--- src/rtl/proc_sequencer.sv ---
// Command sequencer: turns button presses into single processing runs, latches
// brightness/threshold/operation settings and tracks the process/write handshakes.
module proc_sequencer #(
  parameter int unsigned BRI_STEP       = 16,
  parameter int unsigned THR_STEP       = 16,
  parameter int unsigned THR_INIT       = 128,
  parameter int unsigned TIMEOUT_CYCLES = 1000000,
  parameter int unsigned TO_W           = 20
) (
  input  logic       HCLK,
  input  logic       HRESETn,
  input  logic       btn_bri_up,
  input  logic       btn_bri_dn,
  input  logic       btn_thr_up,
  input  logic       btn_thr_dn,
  input  logic       btn_inv,
  input  logic       ctrl_done,
  input  logic       write_done,
  output logic       proc_start,
  output logic [2:0] op_sel,
  output logic [7:0] bri_val,
  output logic [7:0] thr_val,
  output logic       busy,
  output logic       run_done,
  output logic       err_timeout,
  output logic [7:0] run_count
);

  typedef enum logic [2:0] {
    ST_IDLE, ST_START, ST_WAIT_PROC, ST_WAIT_WRITE, ST_DONE, ST_ERROR
  } state_e;

  typedef enum logic [2:0] {
    CMD_NONE, CMD_BRI_UP, CMD_BRI_DN, CMD_THR_UP, CMD_THR_DN, CMD_INV
  } cmd_e;

  localparam logic [2:0] OP_NONE    = 3'd0;
  localparam logic [2:0] OP_BRI_ADD = 3'd1;
  localparam logic [2:0] OP_BRI_SUB = 3'd2;
  localparam logic [2:0] OP_THRESH  = 3'd3;
  localparam logic [2:0] OP_INVERT  = 3'd4;

  localparam logic signed [9:0] BRI_STEP_S = 10'(BRI_STEP);
  localparam logic signed [9:0] BRI_MAX    = 10'sd255;
  localparam logic signed [9:0] BRI_MIN    = -10'sd255;
  localparam logic [TO_W-1:0]   TO_LAST    = TO_W'(TIMEOUT_CYCLES - 1);

  // Button capture: bit order is also the priority order, MSB first.
  logic [4:0] btn_raw;
  logic [4:0] sync1_q, sync2_q, prev_q;
  logic [4:0] btn_rise;

  assign btn_raw  = {btn_inv, btn_thr_up, btn_thr_dn, btn_bri_up, btn_bri_dn};
  assign btn_rise = sync2_q & ~prev_q;

  // NOTE: sequential state is always written with <= so every flop samples the
  // pre-edge value of its neighbours; the async reset clears every flop here.
  always_ff @(posedge HCLK or negedge HRESETn) begin
    if (!HRESETn) begin
      sync1_q <= '0;
      sync2_q <= '0;
      prev_q  <= '0;
    end else begin
      sync1_q <= btn_raw;
      sync2_q <= sync1_q;
      prev_q  <= sync2_q;
    end
  end

  cmd_e evt_cmd;

  // NOTE: every signal assigned in always_comb gets a default first so that no
  // path leaves it unassigned and a latch is never inferred.
  always_comb begin
    evt_cmd = CMD_NONE;
    if      (btn_rise[4]) evt_cmd = CMD_INV;
    else if (btn_rise[3]) evt_cmd = CMD_THR_UP;
    else if (btn_rise[2]) evt_cmd = CMD_THR_DN;
    else if (btn_rise[1]) evt_cmd = CMD_BRI_UP;
    else if (btn_rise[0]) evt_cmd = CMD_BRI_DN;
  end

  state_e           state_q;
  cmd_e             pend_q;
  logic             launch;
  logic             start_q, busy_q, done_q, err_q;
  logic [2:0]       op_q;
  logic signed [8:0] bri_q;
  logic [7:0]       bri_val_q, thr_q, cnt_q;
  logic [TO_W-1:0]  to_q;
  logic             ctrl_prev_q, wr_prev_q;
  logic             ctrl_rise, wr_rise, to_hit;

  assign launch    = ((state_q == ST_IDLE) || (state_q == ST_ERROR)) && (pend_q != CMD_NONE);
  assign ctrl_rise = ctrl_done & ~ctrl_prev_q;
  assign wr_rise   = write_done & ~wr_prev_q;
  assign to_hit    = (to_q == TO_LAST);

  // A fresh event always wins over clearing on launch, so nothing is lost.
  always_ff @(posedge HCLK or negedge HRESETn) begin
    if (!HRESETn) begin
      pend_q      <= CMD_NONE;
      ctrl_prev_q <= 1'b0;
      wr_prev_q   <= 1'b0;
    end else begin
      ctrl_prev_q <= ctrl_done;
      wr_prev_q   <= write_done;
      if (evt_cmd != CMD_NONE) pend_q <= evt_cmd;
      else if (launch)         pend_q <= CMD_NONE;
    end
  end

  // Settings the pending command would produce if launched now.
  logic signed [9:0] bri_wide, bri_inc, bri_dec;
  logic [8:0]        thr_inc;
  logic signed [8:0] bri_nxt;
  logic [7:0]        thr_nxt, bri_val_nxt;
  logic [2:0]        op_nxt;

  assign bri_wide = {bri_q[8], bri_q};
  assign bri_inc  = bri_wide + BRI_STEP_S;
  assign bri_dec  = bri_wide - BRI_STEP_S;
  assign thr_inc  = {1'b0, thr_q} + 9'(THR_STEP);

  always_comb begin
    bri_nxt = bri_q;
    thr_nxt = thr_q;
    op_nxt  = OP_NONE;
    case (pend_q)
      CMD_BRI_UP: begin
        bri_nxt = (bri_inc > BRI_MAX) ? 9'sd255 : bri_inc[8:0];
        op_nxt  = bri_nxt[8] ? OP_BRI_SUB : OP_BRI_ADD;
      end
      CMD_BRI_DN: begin
        bri_nxt = (bri_dec < BRI_MIN) ? -9'sd255 : bri_dec[8:0];
        op_nxt  = bri_nxt[8] ? OP_BRI_SUB : OP_BRI_ADD;
      end
      CMD_THR_UP: begin
        thr_nxt = thr_inc[8] ? 8'hFF : thr_inc[7:0];
        op_nxt  = OP_THRESH;
      end
      CMD_THR_DN: begin
        thr_nxt = (thr_q < 8'(THR_STEP)) ? 8'h00 : thr_q - 8'(THR_STEP);
        op_nxt  = OP_THRESH;
      end
      CMD_INV:    op_nxt = OP_INVERT;
      default:    op_nxt = OP_NONE;
    endcase
    bri_val_nxt = bri_nxt[8] ? 8'(-bri_nxt) : bri_nxt[7:0];
  end

  always_ff @(posedge HCLK or negedge HRESETn) begin
    if (!HRESETn) begin
      state_q   <= ST_IDLE;
      start_q   <= 1'b0;
      busy_q    <= 1'b0;
      done_q    <= 1'b0;
      err_q     <= 1'b0;
      op_q      <= OP_NONE;
      bri_q     <= '0;
      bri_val_q <= '0;
      thr_q     <= 8'(THR_INIT);
      cnt_q     <= '0;
      to_q      <= '0;
    end else begin
      start_q <= 1'b0;
      done_q  <= 1'b0;
      case (state_q)
        ST_IDLE, ST_ERROR: begin
          if (launch) begin
            state_q   <= ST_START;
            start_q   <= 1'b1;
            busy_q    <= 1'b1;
            err_q     <= 1'b0;
            op_q      <= op_nxt;
            bri_q     <= bri_nxt;
            bri_val_q <= bri_val_nxt;
            thr_q     <= thr_nxt;
          end
        end
        ST_START: begin
          state_q <= ST_WAIT_PROC;
          to_q    <= '0;
        end
        ST_WAIT_PROC: begin
          if (ctrl_rise && wr_rise) begin
            state_q <= ST_DONE;
            done_q  <= 1'b1;
          end else if (ctrl_rise) begin
            state_q <= ST_WAIT_WRITE;
            to_q    <= '0;
          end else if (to_hit) begin
            state_q <= ST_ERROR;
            busy_q  <= 1'b0;
            err_q   <= 1'b1;
          end else begin
            to_q <= to_q + 1'b1;
          end
        end
        ST_WAIT_WRITE: begin
          if (wr_rise) begin
            state_q <= ST_DONE;
            done_q  <= 1'b1;
          end else if (to_hit) begin
            state_q <= ST_ERROR;
            busy_q  <= 1'b0;
            err_q   <= 1'b1;
          end else begin
            to_q <= to_q + 1'b1;
          end
        end
        ST_DONE: begin
          state_q <= ST_IDLE;
          busy_q  <= 1'b0;
          cnt_q   <= cnt_q + 8'd1;
        end
        default: state_q <= ST_IDLE;
      endcase
    end
  end

  assign proc_start  = start_q;
  assign op_sel      = op_q;
  assign bri_val     = bri_val_q;
  assign thr_val     = thr_q;
  assign busy        = busy_q;
  assign run_done    = done_q;
  assign err_timeout = err_q;
  assign run_count   = cnt_q;

endmodule
--- config.mk ---
export PLATFORM = sky130hd
export DESIGN_NAME = proc_sequencer
export DESIGN_NICKNAME = d
export VERILOG_FILES = /design/src/rtl/proc_sequencer.sv
export SDC_FILE = /design/constraint.sdc
export NUM_CORES = 1
export LEC_CHECK = 0
export CAP_MARGIN = 40
export CORE_ASPECT_RATIO = 0.5
export CORE_MARGIN = 1.5
export CORE_UTILIZATION = 60
export CTS_BUF_LIST = sky130_fd_sc_hd__clkbuf_2
export DETAILED_ROUTE_END_ITERATION = 16
export PLACE_DENSITY = 0.82
export SYNTH_ARGS = -nofsm -noshare
export SYNTH_HDL_FRONTEND = slang
export SYNTH_SLANG_ARGS = --single-unit
--- constraint.sdc ---
create_clock -name HCLK -period 3.9 [get_ports HCLK]
set_input_delay 0.585 -clock HCLK [delete_from_list [all_inputs] [get_ports HCLK]]
set_output_delay 0.585 -clock HCLK [all_outputs]
set_load 0.01 [all_outputs]
==> impl_metrics.json <==
{
  "status": "complete, but fails checks",
  "violations": "design-rule violations",
  "post_route_cells_drive_above_1_share": 0.0811,
  "grt_pass1_wl_um": 16400,
  "drc": 2,
  "yosysMostFrequentCell": "dfrtp_1",
  "ys.flop_type": "dfrtp_1",
  "yosysSeqAreaShare": 0.436,
  "io_buffers": 39,
  "fin_crit_sh": 0.871,
  "cp_cell_sequence": "inv_1 -> ha_1 -> nor3b_2 -> xor2_2 -> o21a_1 -> nor2_1 -> nor3_1 -> ha_1 -> inv_1 -> o32ai_1 -> a2111o_1 -> nand3_1",
  "cp-start-kind": "flip-flop",
  "antenna_found_initial": 0,
  "die_h_um": 64.5,
  "synth.mux.area_fraction": 0.00469,
  "synth_common_cells": "dfrtp_1, nand2_1, nor2_1",
  "rsz0062_at_grt": "false",
  "post_dp_cell_area_um2": 4900,
  "synth_area_um2": 4530,
  "total_leakage_power_nw": 2.05,
  "clk_path_buf_depth": 2,
  "min_to": "sync2_q[0]$_DFF_PN0_",
  "start_util": 0.619,
  "cts_buffers": 9,
  "ir_drop_v": 0.000277,
  "synth_xor_area_frac": 0.0326,
  "synth_top_area_frac": 0.430,
  "clk_latency_ps": 540,
  "track_usage": 0.254,
  "reg2reg_depth": 12,
  "fin_crit_ps": 3400,
  "clock-sinks": 79,
  "ioPinCount": 40,
  "ys_types": 81,
  "nets": 530,
  "hold_depth": 0,
  "rrSetupSlack_ps": 500,
  "slew_viol_final": 0,
  "overflow": 0,
  "slowest_delay_ps": 710,
  "slew_headroom": 0.626,
  "hold_class": "flip-flop to flip-flop",
  "gp_congestion": 0.882,
  "grt_pass1_vias": 3455,
  "stdcell_count": 615,
  "ys_async_sr_fraction": 1.00,
  "arrival_ps": 3850,
  "post_synth.cell_area_avg_um2": 9.31,
  "ant_nets": 0,
  "synth_top_family_by_area": "simple AND/OR/NAND/NOR gates",
  "fin_util": 0.683,
  "final_area_um2": 5000,
  "cp_max_fo": 17,
  "worstMarginPinSlew_ps": 556,
  "synth_top_area_cell": "dfrtp_1",
  "cts_tree": "built",
  "synth_area_leaders": "dfrtp_1, nand2_1, a21oi_1, o31ai_1, nor2_1",
  "area_growth_pct": 10.3,
  "drtPass1Iterations": 11,
  "syn-num-nets": 504,
  "cpMaxStageDelayCell": "dfrtp_1",
  "htreeDepth": 3,
  "synth_compound_area_frac": 0.218,
  "vias": 3808,
  "synth-edff-count": 0,
  "critPathKind": "flip-flop to flip-flop",
  "critPathCaptureType": "flip-flop",
  "dp_slack_ps": 607,
  "skew_ps": 17.8,
  "final_hold_viol_count": 0,
  "routedWlPerCell_um": 15.5,
  "core_um2": 7320,
  "root_buffer": "clkbuf_2",
  "synth-adder-area-share": 0.0221,
  "post-dp-hpwl_um": 6740,
  "grt_start_max_net_pins": 70,
  "clkTransAtPathRegs_ps": 210,
  "required_ps": 4350,
  "setup_viol": 0,
  "place_inst": 597,
  "ys_seq_elements": 79,
  "fin_ws_ps": 503,
  "maxCapViolations": 0,
  "drt_iter0_drc": 415,
  "fp.dieW_um": 126,
  "timing.fmax_ghz": 0.294,
  "r2r_end": "bri_val[4]$_DFFE_PN0P_",
  "num_rows": 22,
  "yosys.area_share.simple": 0.227,
  "startpoint": "bri_q[4]$_DFFE_PN0P_",
  "dieArea_um2": 8120,
  "r2r-start": "bri_q[4]$_DFFE_PN0P_",
  "yosys_warnings": 0,
  "viasPerCell": 6.19,
  "routed_wl_um": 9530,
  "fin_tns_setup_ps": 0,
  "netlist_instances": 487,
  "p_per_area_nw_per_um2": 620,
  "hold_start": "sync1_q[0]$_DFF_PN0_"
}
## flip-flops by register name (all words and copies together), names as in the netlist
name,count
op_sel,3
wr_prev_q,1
thr_val,5
proc_start,1
pend_q,3
err_timeout,1
prev_q,5
to_q,20
state_q,3
bri_val,7
run_count,8
sync1_q,5
busy,1
sync2_q,5
run_done,1
ctrl_prev_q,1
bri_q,9
## power breakdown
group,switching (mW),total (mW),internal (mW),leakage [nW]
logic,0.862,1.49,0.629,0.987
clock network,0.287,0.375,0.0879,0.0560
registers,0.253,1.23,0.981,1.01
total,1.40,3.10,1.70,2.05
## cells by family after synthesis
kind of cell | count (synthesis)
XOR/XNOR | 16
AO/OA/AOI/OAI | 147
flip-flops | 79
multiplexers | 2
adder cells (fa/ha/maj) | 8
AND/OR/NAND/NOR | 187
buffers and inverters | 48
## critical path: cells and delay by family (launching register included)
kind / cells / cell delay, ps
AO/OA/AOI/OAI: 3 / 1050
XOR/XNOR: 1 / 160
adder cells (fa/ha/maj): 2 / 540
buffers and inverters: 2 / 200
flip-flops: 1 / 710
AND/OR/NAND/NOR: 4 / 650
## layout make-up
class	instances	area [um2]
Inverter	18	67.6
Antenna cell	1	2.50
Clock buffer	11	55.1
Fill cell	573	2320
Sequential cell	79	1980
Multi-Input combinational cell	360	2290
Tap cell	96	120
Clock inverter	5	32.5
Timing Repair Buffer	45	455
## cells in the final DEF (no fill, tap or decap), types with 8 or more instances in the layout
cell             count
nand4_1             14
ha_1                 8
a21oi_1             33
a31oi_1              9
nand2_1             46
nand3_1             18
inv_1               16
dfrtp_1             78
o21ai_0             26
clkdlybuf4s50_1     38
clkbuf_2            11
or4_1                8
xnor2_1             10
nor2_1              35
o31ai_1             18
## how the worst max path moves through the flow
| stage | end | slack [ps] | cells past startpoint |
|---|---|---|---|
| floorplan | bri_val[6]$_DFFE_PN0P_ | 1040 | 14 |
| global placement | bri_val[6]$_DFFE_PN0P_ | 720 | 12 |
| detailed placement | bri_val[6]$_DFFE_PN0P_ | 610 | 12 |
| CTS | bri_val[6]$_DFFE_PN0P_ | 560 | 12 |
| global route | bri_val[6]$_DFFE_PN0P_ | 190 | 12 |
| finish | bri_val[4]$_DFFE_PN0P_ | 500 | 12 |
## timing repair
item | CTS | global route
hold buffers | 1 | 0
resized for setup | 0 | 0
setup buffers | 0 | 0
endpoints found under the hold margin | 10 | 0
## routing by layer
layer | track usage | vias to the layer above | part of all wire
met4 | 0.0833 | 0 | 0.020
met1 | 0.341 | 1849 | 0.47
met5 | 0 | - | 0
met2 | 0.403 | 78 | 0.47
li1 | - | 1857 | -
met3 | 0.0710 | 24 | 0.045
## per-stage QoR
stage / total power, mW / hold WS [ps]
3_3_place_gp: 2.68 / 334
3_5_place_dp: 2.72 / 335
2_1_floorplan: 2.34 / 289
6_report: 3.10 / 372
4_1_cts: 3.09 / 370
5_1_grt: 3.35 / 357
No activity file was read; power rests on OpenSTA's default activity.
